$ cat config.mk
export PLATFORM = sky130hd
export DESIGN_NAME = flash_boot_copier
export DESIGN_NICKNAME = d
export VERILOG_FILES = /design/src/rtl/flash_boot_copier.sv
export SDC_FILE = /design/constraint.sdc
export NUM_CORES = 1
export LEC_CHECK = 0
export CAP_MARGIN = 20
export CORE_UTILIZATION = 36
export DETAILED_ROUTE_END_ITERATION = 12
export PLACE_DENSITY = 0.78
export RECOVER_POWER = 25
export SETUP_SLACK_MARGIN = 0.4
export SKIP_CTS_REPAIR_TIMING = 1
export SLEW_MARGIN = 15
export SYNTH_ARGS = -nofsm -noshare
export SYNTH_HDL_FRONTEND = slang
export SYNTH_SLANG_ARGS = --single-unit
$ cat constraint.sdc
create_clock -name HCLK -period 2 [get_ports HCLK]
set_input_delay 0.5 -clock HCLK [delete_from_list [all_inputs] [get_ports HCLK]]
set_output_delay 0.5 -clock HCLK [all_outputs]
set_load 0.1 [all_outputs]
$ cat src/rtl/flash_boot_copier.sv
// flash_boot_copier
//   AHB-lite single-master boot copier. On a start pulse it reads WORD_COUNT
//   words from the flash window with single, non-pipelined NONSEQ transfers
//   and writes each one into boot SRAM. When the copy finishes it raises a
//   sticky done, or a sticky error if the bus returns an error.
//
//   Optional feature macro: BOOT_CHECKSUM_EN
//     When defined, the copier keeps a 32-bit additive sum of all copied
//     words. After the last SRAM write it reads one extra word at
//     SRC_BASE + 4*WORD_COUNT. That word is not written to SRAM. It is
//     compared against the sum: a match gives done, a mismatch gives error.
//     When undefined, done follows the final SRAM write directly.
//
//   Bus handshake: an address phase (HSELx=1, HTRANS=NONSEQ) is accepted
//   on the rising edge where HREADY=1. The following data phase completes
//   on the first rising edge where HREADY=1, and HRESP is only meaningful
//   on that edge. Every address-phase output holds steady until it is
//   accepted.
module flash_boot_copier #(
    parameter logic [31:0] SRC_BASE   = 32'h0000_0000,
    parameter int unsigned DST_BASE   = 0,
    parameter int unsigned WORD_COUNT = 256,
    parameter int unsigned SRAM_AW    = 10
) (
    input  logic               HCLK,
    input  logic               HRST,
    input  logic               start,
    output logic               HSELx,
    output logic [31:0]        HADDR,
    output logic [1:0]         HTRANS,
    output logic               HWRITE,
    output logic [1:0]         HSIZE,
    output logic [31:0]        HWDATA,
    input  logic [31:0]        HRDATA,
    input  logic               HREADY,
    input  logic [1:0]         HRESP,
    output logic               sram_we,
    output logic [SRAM_AW-1:0] sram_addr,
    output logic [31:0]        sram_wdata,
    output logic               busy,
    output logic               done,
    output logic               error,
    output logic [2:0]         dbg_state
);

    typedef enum logic [2:0] {
        S_IDLE  = 3'd0,
        S_ADDR  = 3'd1,
        S_DATA  = 3'd2,
        S_WR    = 3'd3,
        S_DONE  = 3'd4,
        S_ERR   = 3'd5,
        S_CADDR = 3'd6,
        S_CDATA = 3'd7
    } state_t;

    localparam logic [1:0] HTRANS_IDLE   = 2'b00;
    localparam logic [1:0] HTRANS_NONSEQ = 2'b10;
    localparam logic [1:0] HRESP_OKAY    = 2'b00;
    localparam logic [15:0] LAST_CNT     = 16'(WORD_COUNT);

    state_t      state_q, state_d;
    logic [15:0] cnt_q, cnt_d;
    logic [31:0] haddr_q, haddr_d;
    logic [31:0] wdata_q, wdata_d;
    // Low for the first edge after reset release. This makes a start pulse
    // that coincides with reset deassertion get ignored.
    logic        armed_q;
    logic        start_ok;

`ifdef BOOT_CHECKSUM_EN
    logic [31:0] sum_q, sum_d;
`endif

    assign start_ok = start && armed_q;

    // State and datapath registers; asynchronous reset returns everything to idle values
    always_ff @(posedge HCLK or posedge HRST) begin
        if (HRST) begin
            state_q <= S_IDLE;
            cnt_q   <= 16'd0;
            haddr_q <= SRC_BASE;
            wdata_q <= 32'd0;
            armed_q <= 1'b0;
`ifdef BOOT_CHECKSUM_EN
            sum_q   <= 32'd0;
`endif
        end else begin
            state_q <= state_d;
            cnt_q   <= cnt_d;
            haddr_q <= haddr_d;
            wdata_q <= wdata_d;
            armed_q <= 1'b1;
`ifdef BOOT_CHECKSUM_EN
            sum_q   <= sum_d;
`endif
        end
    end

    // Next-state logic: one transfer in flight, ADDR -> DATA -> WR per word
    always_comb begin
        state_d = state_q;
        cnt_d   = cnt_q;
        haddr_d = haddr_q;
        wdata_d = wdata_q;
`ifdef BOOT_CHECKSUM_EN
        sum_d   = sum_q;
`endif
        case (state_q)
            // Idle and both terminal states accept a new start. A new start
            // clears done/error by leaving those states.
            S_IDLE, S_DONE, S_ERR: begin
                if (start_ok) begin
                    state_d = S_ADDR;
                    cnt_d   = 16'd0;
                    haddr_d = SRC_BASE;
`ifdef BOOT_CHECKSUM_EN
                    sum_d   = 32'd0;
`endif
                end
            end
            // HRESP is ignored here. Only the data-phase response counts.
            S_ADDR: begin
                if (HREADY) begin
                    state_d = S_DATA;
                end
            end
            S_DATA: begin
                if (HREADY) begin
                    if (HRESP != HRESP_OKAY) begin
                        state_d = S_ERR;
                    end else begin
                        wdata_d = HRDATA;
`ifdef BOOT_CHECKSUM_EN
                        sum_d   = sum_q + HRDATA;
`endif
                        state_d = S_WR;
                    end
                end
            end
            // The next read address is prepared here, so HADDR is already
            // stable on the first cycle of the next address phase. The
            // address wraps modulo 2^32.
            S_WR: begin
                cnt_d   = cnt_q + 16'd1;
                haddr_d = SRC_BASE + (32'(cnt_d) << 2);
                if (cnt_d == LAST_CNT) begin
`ifdef BOOT_CHECKSUM_EN
                    state_d = S_CADDR;
`else
                    state_d = S_DONE;
`endif
                end else begin
                    state_d = S_ADDR;
                end
            end
`ifdef BOOT_CHECKSUM_EN
            S_CADDR: begin
                if (HREADY) begin
                    state_d = S_CDATA;
                end
            end
            // The checksum word is compared with the sum but never written to SRAM.
            S_CDATA: begin
                if (HREADY) begin
                    if ((HRESP != HRESP_OKAY) || (HRDATA != sum_q)) begin
                        state_d = S_ERR;
                    end else begin
                        state_d = S_DONE;
                    end
                end
            end
`endif
            default: begin
                state_d = S_IDLE;
            end
        endcase
    end

    // Bus and status outputs decoded from the state register
    always_comb begin
        HSELx      = (state_q == S_ADDR) || (state_q == S_CADDR);
        HTRANS     = HSELx ? HTRANS_NONSEQ : HTRANS_IDLE;
        HADDR      = haddr_q;
        HWRITE     = 1'b0;
        HSIZE      = 2'b10;
        HWDATA     = 32'd0;
        sram_we    = (state_q == S_WR);
        sram_addr  = SRAM_AW'(DST_BASE) + SRAM_AW'(cnt_q);
        sram_wdata = wdata_q;
        busy       = (state_q == S_ADDR) || (state_q == S_DATA) || (state_q == S_WR) ||
                     (state_q == S_CADDR) || (state_q == S_CDATA);
        done       = (state_q == S_DONE);
        error      = (state_q == S_ERR);
        dbg_state  = state_q;
    end

endmodule

* Word-level counts from Yosys, hierarchy flattened *
Index checks and enable logic that the tools add are counted.

storage, ports and cells
  bits in registers = 84
  input port bits = 38

operators by class
  add/sub/neg operators = 1
  eq/ne operators = 11
  multiplexer cells = 11
  bitwise gates (word level) = 1
  reductions and logical operators = 13

operators with widths
  cell                                                              count
  32-bit case mux with 2 select lines                               1
  32-bit 2-to-1 mux                                                 1
  16-bit case mux with 2 select lines                               1
  16-bit by 1-bit adder with 16-bit output, second input constant   1
  16-bit by 9-bit == test with 1-bit output, second input constant  1
  16-bit 2-to-1 mux                                                 1
  3-bit 2-to-1 mux                                                  5
  3-bit == test, second input constant                              4
  3-bit case mux with 4 select lines                                1
  3-bit by 2-bit == test with 1-bit output, second input constant   2
  2-bit inequality test, second input constant                      3
  3-bit AND reduction                                               2
  1-bit logical OR                                                  5
  2-bit nonzero test                                                2
  3-bit by 1-bit == test with 1-bit output, second input constant   1
  3-bit logical NOT                                                 1
  3-bit OR reduction                                                1
  2-bit 2-to-1 mux                                                  1
  2-bit AND reduction                                               1
  1-bit logical AND                                                 1
  1-bit NOT                                                         1

* Depth between registers and ports, before layout *
  word-level depth = 5
  mapped depth = 8

* Worst setup path before layout *
No wires, ideal clock.

  path type = reg-to-output
  start point = reg state_q[0] (netlist: dbg_state[0])
  end point = out HTRANS[1]
  arrival time = 4020 ps
  slack = -2520 ps
  stages on the path, launching flop included = 5
  path buffers = 2
  cells stage by stage = dfrtp_1 -> buf_2 -> nand2_1 -> o21ai_0 -> buf_4

between the ends
  longest elaborated chain between the ends = 3
  elaborated cells between the ends (all ways) = 4
  those cells by class = 2 x eq/ne; 1 x mux; 1 x reduce/logical

RTL lines
  what                                                                       line  source
  from (decl)                                                                62    state_t state_q, state_d;
  from (signal assigned)                                                     89    state_q <= state_d;
  3-bit by 1-bit == test with 1-bit output or 3-bit == test (tied branches)  182   HSELx = (state_q == S_ADDR) || (state_q == S_CADDR);
  1-bit logical OR *                                                         182
  net HSELx                                                                  28    output logic HSELx,
  2-bit 2-to-1 mux *                                                         183   HTRANS = HSELx ? HTRANS_NONSEQ : HTRANS_IDLE;
  to (decl)                                                                  30    output logic [1:0] HTRANS,

The timed path passes the listed nets; every way through them passes the cells marked *.

* Worst setup path after layout *
  start point = reg state_q[1] (netlist: dbg_state[1])
  end point = out busy

between the ends
  longest elaborated chain between the ends = 5
  elaborated cells between the ends (all ways) = 9
  those cells by class = 5 x eq/ne; 4 x reduce/logical

RTL lines
  what                                                                                                  line  source
  3-bit by 1-bit == test with 1-bit output or 3-bit by 2-bit == test with 1-bit output (tied branches)  191   busy = (state_q == S_ADDR) || (state_q == S_DATA) || (state_q == S_WR) ||
  1-bit logical OR (3 in series)                                                                        191
  1-bit logical OR *                                                                                    192   (state_q == S_CADDR) || (state_q == S_CDATA);
  to (decl)                                                                                             40    output logic busy,

Every way passes the cells marked *; elsewhere a longest branch is shown, timed or not.

==> metrics.yaml <==
outcome:
  status: "finished clean"
critical_path:
  arrival_ns: 1.39
  r2r_start: "HADDR[2]$_DFFE_PP0P_"
  reg2reg_depth: 7
  r2r-end: "dbg_state[0]$_DFFE_PP0P_"
  path_cells: "buf_6 -> nor2_4 -> clkinvlp_4 -> buf_12"
  critical_path.slowest_cell: "dfrtp_2"
  critical-path-max-stage-delay_ns: 0.47
  r2r_slack_ns: 0.14
  cp-start-kind: "register"
  crit_buf_inv: 3
  cp.required_ns: 1.50
  critPathMaxFanout: 5
  crit_family: "flip-flops"
  critPathKind: "register to output port"
  endpoint_kind: "output port"
  cp.depth: 4
layout:
  drive_above_1_share_pct: 45.69
  final_common_cell: "conb_1"
  nets: 457
  antennaDiodeCount: 0
  syn_to_final_growth_pct: 59.14
  fill_cells: 677
  layout_common_cells: "conb_1 (53), buf_4 (48), buf_12 (42), clkdlybuf4s50_1 (36), dfrtp_1 (34)"
  fin_cells: 523
die:
  die_x_um: 93.58
  io_pins: 157
  die_area_mm2: 0.008756
  std_cell_rows: 33
  start_util_pct: 36.93
  core-area_mm2: 0.008175
  die_y_um: 93.58
timing:
  finalSetupViolCount: 0
  period_minus_slack_ns: 1.886
  max_freq_ghz: 0.5302
  period_share_pct: 94.31
  skew_ns: 0.007099
  hold_viol: 0
  slew_violations: 0
  relSlewSlack_pct: 51.08
  rsz0062_at_grt: "yes"
  holdWs_ns: 0.5136
  tightestPinTransition_ns: 0.7338
min_path:
  min_path_type: "register to register"
  hold_depth: 1
  min_to: "sram_wdata[22]$_DFFE_PP0P_"
  hp-start: "sram_wdata[22]$_DFFE_PP0P_"
drt:
  drc: 0
  wl_per_cell_um: 13.24
  totalWireLength_um: 6924
  drtPass1Iterations: 4
  ant_nets: 0
  vias: 2481
  avgViaCountPerCell: 4.744
  drtIter0Drc: 94
synthesis:
  ys_ff_latch: 52
  postSynthAreaPerCell_um2: 10.27
  synth_flop_cell: "dfrtp_1"
  synth_area_mm2: 0.003019
  synth-edff-count: 0
  synth_cells: 294
  ys_warn_count: 0
  ys_types: 43
  seq_area_frac_synth_pct: 43.10
  async_flop_share_pct: 100.0
placed_design:
  placed_cells: 496
  port_buffers: 104
  gp_congestion: 0.8390
  post-dp-hpwl_um: 5234
clocking:
  clkTransAtPathRegs_ns: 0.10
  numCtsBuffers: 5
  htreeDepth: 2
  cts.sinks: 52
  cts_tree: "done"
  clk_latency_ns: 0.29
  clockRootBuffer: "clkbuf_8"
  clockBufferDepth: 2
grt:
  grt_first_pass_wirelength_um: 11120
  antenna_found_initial: 0
  grt_start_max_net_pins: 33
  grt_pass1_vias: 2407
  grt_overflow: 0
  grt_usage_pct: 15.93
job:
  cap_violations: 0
-- metal layers --
layer	track usage [%]	vias to the layer above	wire, µm
li1	-	1148	-
met1	18.68	1203	2667
met2	26.47	120	3476
met3	6.179	10	667
met4	5.513	0	112
met5	0	-	0
-- cells in the mapped netlist, drive strengths merged, types with 2 or more instances --
cell type	number	area, µm²
xnor2	7	61.31
a21o	2	15.01
dfrtp	52	1301
mux2	32	360.4
o31ai	7	52.55
a211oi	2	20.02
conb	2	7.510
nor4	6	50.04
inv	6	22.52
nand4	8	65.06
o21ai	21	105.1
o41ai	2	17.52
buf	70	525.5
ha	2	25.02
nor3	6	30.03
clkbuf	6	22.52
nand3	6	30.03
nand2	16	62.56
a21oi	5	25.02
nor2	13	48.80
and2	4	25.02
a31oi	4	25.02
-- flip-flops by register name, summed over array words and instances, names as in the netlist --
| register | flops |
|---|---|
| dbg_state | 3 |
| armed_q | 1 |
| HADDR | 16 |
| sram_wdata | 32 |
-- worst max-delay path by stage --
stage,end,start
after floorplan,HTRANS[1],dbg_state[0]$_DFFE_PP0P_
after global placement,sram_wdata[18]$_DFFE_PP0P_,HRESP[1]
final,busy,dbg_state[1]$_DFFE_PP0P_
after CTS,busy,dbg_state[0]$_DFFE_PP0P_
after detailed placement,dbg_state[2]$_DFFE_PP0P_,HREADY
after global routing,sram_we,dbg_state[0]$_DFFE_PP0P_
-- layout make-up --
class	instances	area (µm²)	area share (%)
timing repair buffer	141	1724	35.89
multi-input combinational	211	1500	31.22
sequential	52	1324	27.55
tap	105	131.4	2.734
clock buffer	6	72.57	1.510
inverter	6	40.04	0.8333
clock inverter	2	12.51	0.2604
-- cells by family after synthesis --
group | after synthesis | share of synthesized area, %
AO/OA/AOI/OAI | 49 | 10.28
XOR/XNOR | 8 | 2.321
buffers and inverters | 82 | 18.90
multiplexers | 33 | 12.27
other | 2 | 0.2487
adder cells (fa/ha/maj) | 2 | 0.8287
AND/OR/NAND/NOR | 66 | 12.06
flip-flops | 52 | 43.10
-- stage by stage --
| stage | worst slack, ns | cell area [µm²] | setup TNS [ns] | util [%] |
|---|---|---|---|---|
| after global routing | 0.02161 | 4805 | 0 | 58.77 |
| after CTS | -0.09610 | 4534 | -0.2449 | 55.46 |
| final | 0.1138 | 4805 | 0 | 58.77 |
| after floorplan | -0.3133 | 3425 | -1.081 | - |
| after global placement | 0.1322 | 4449 | 0 | 54.42 |
| after detailed placement | 0.07983 | 4449 | 0 | 54.42 |
Power is not shown: default switching activity piles up to over one toggle a cycle in this logic, so the estimate is an artifact.
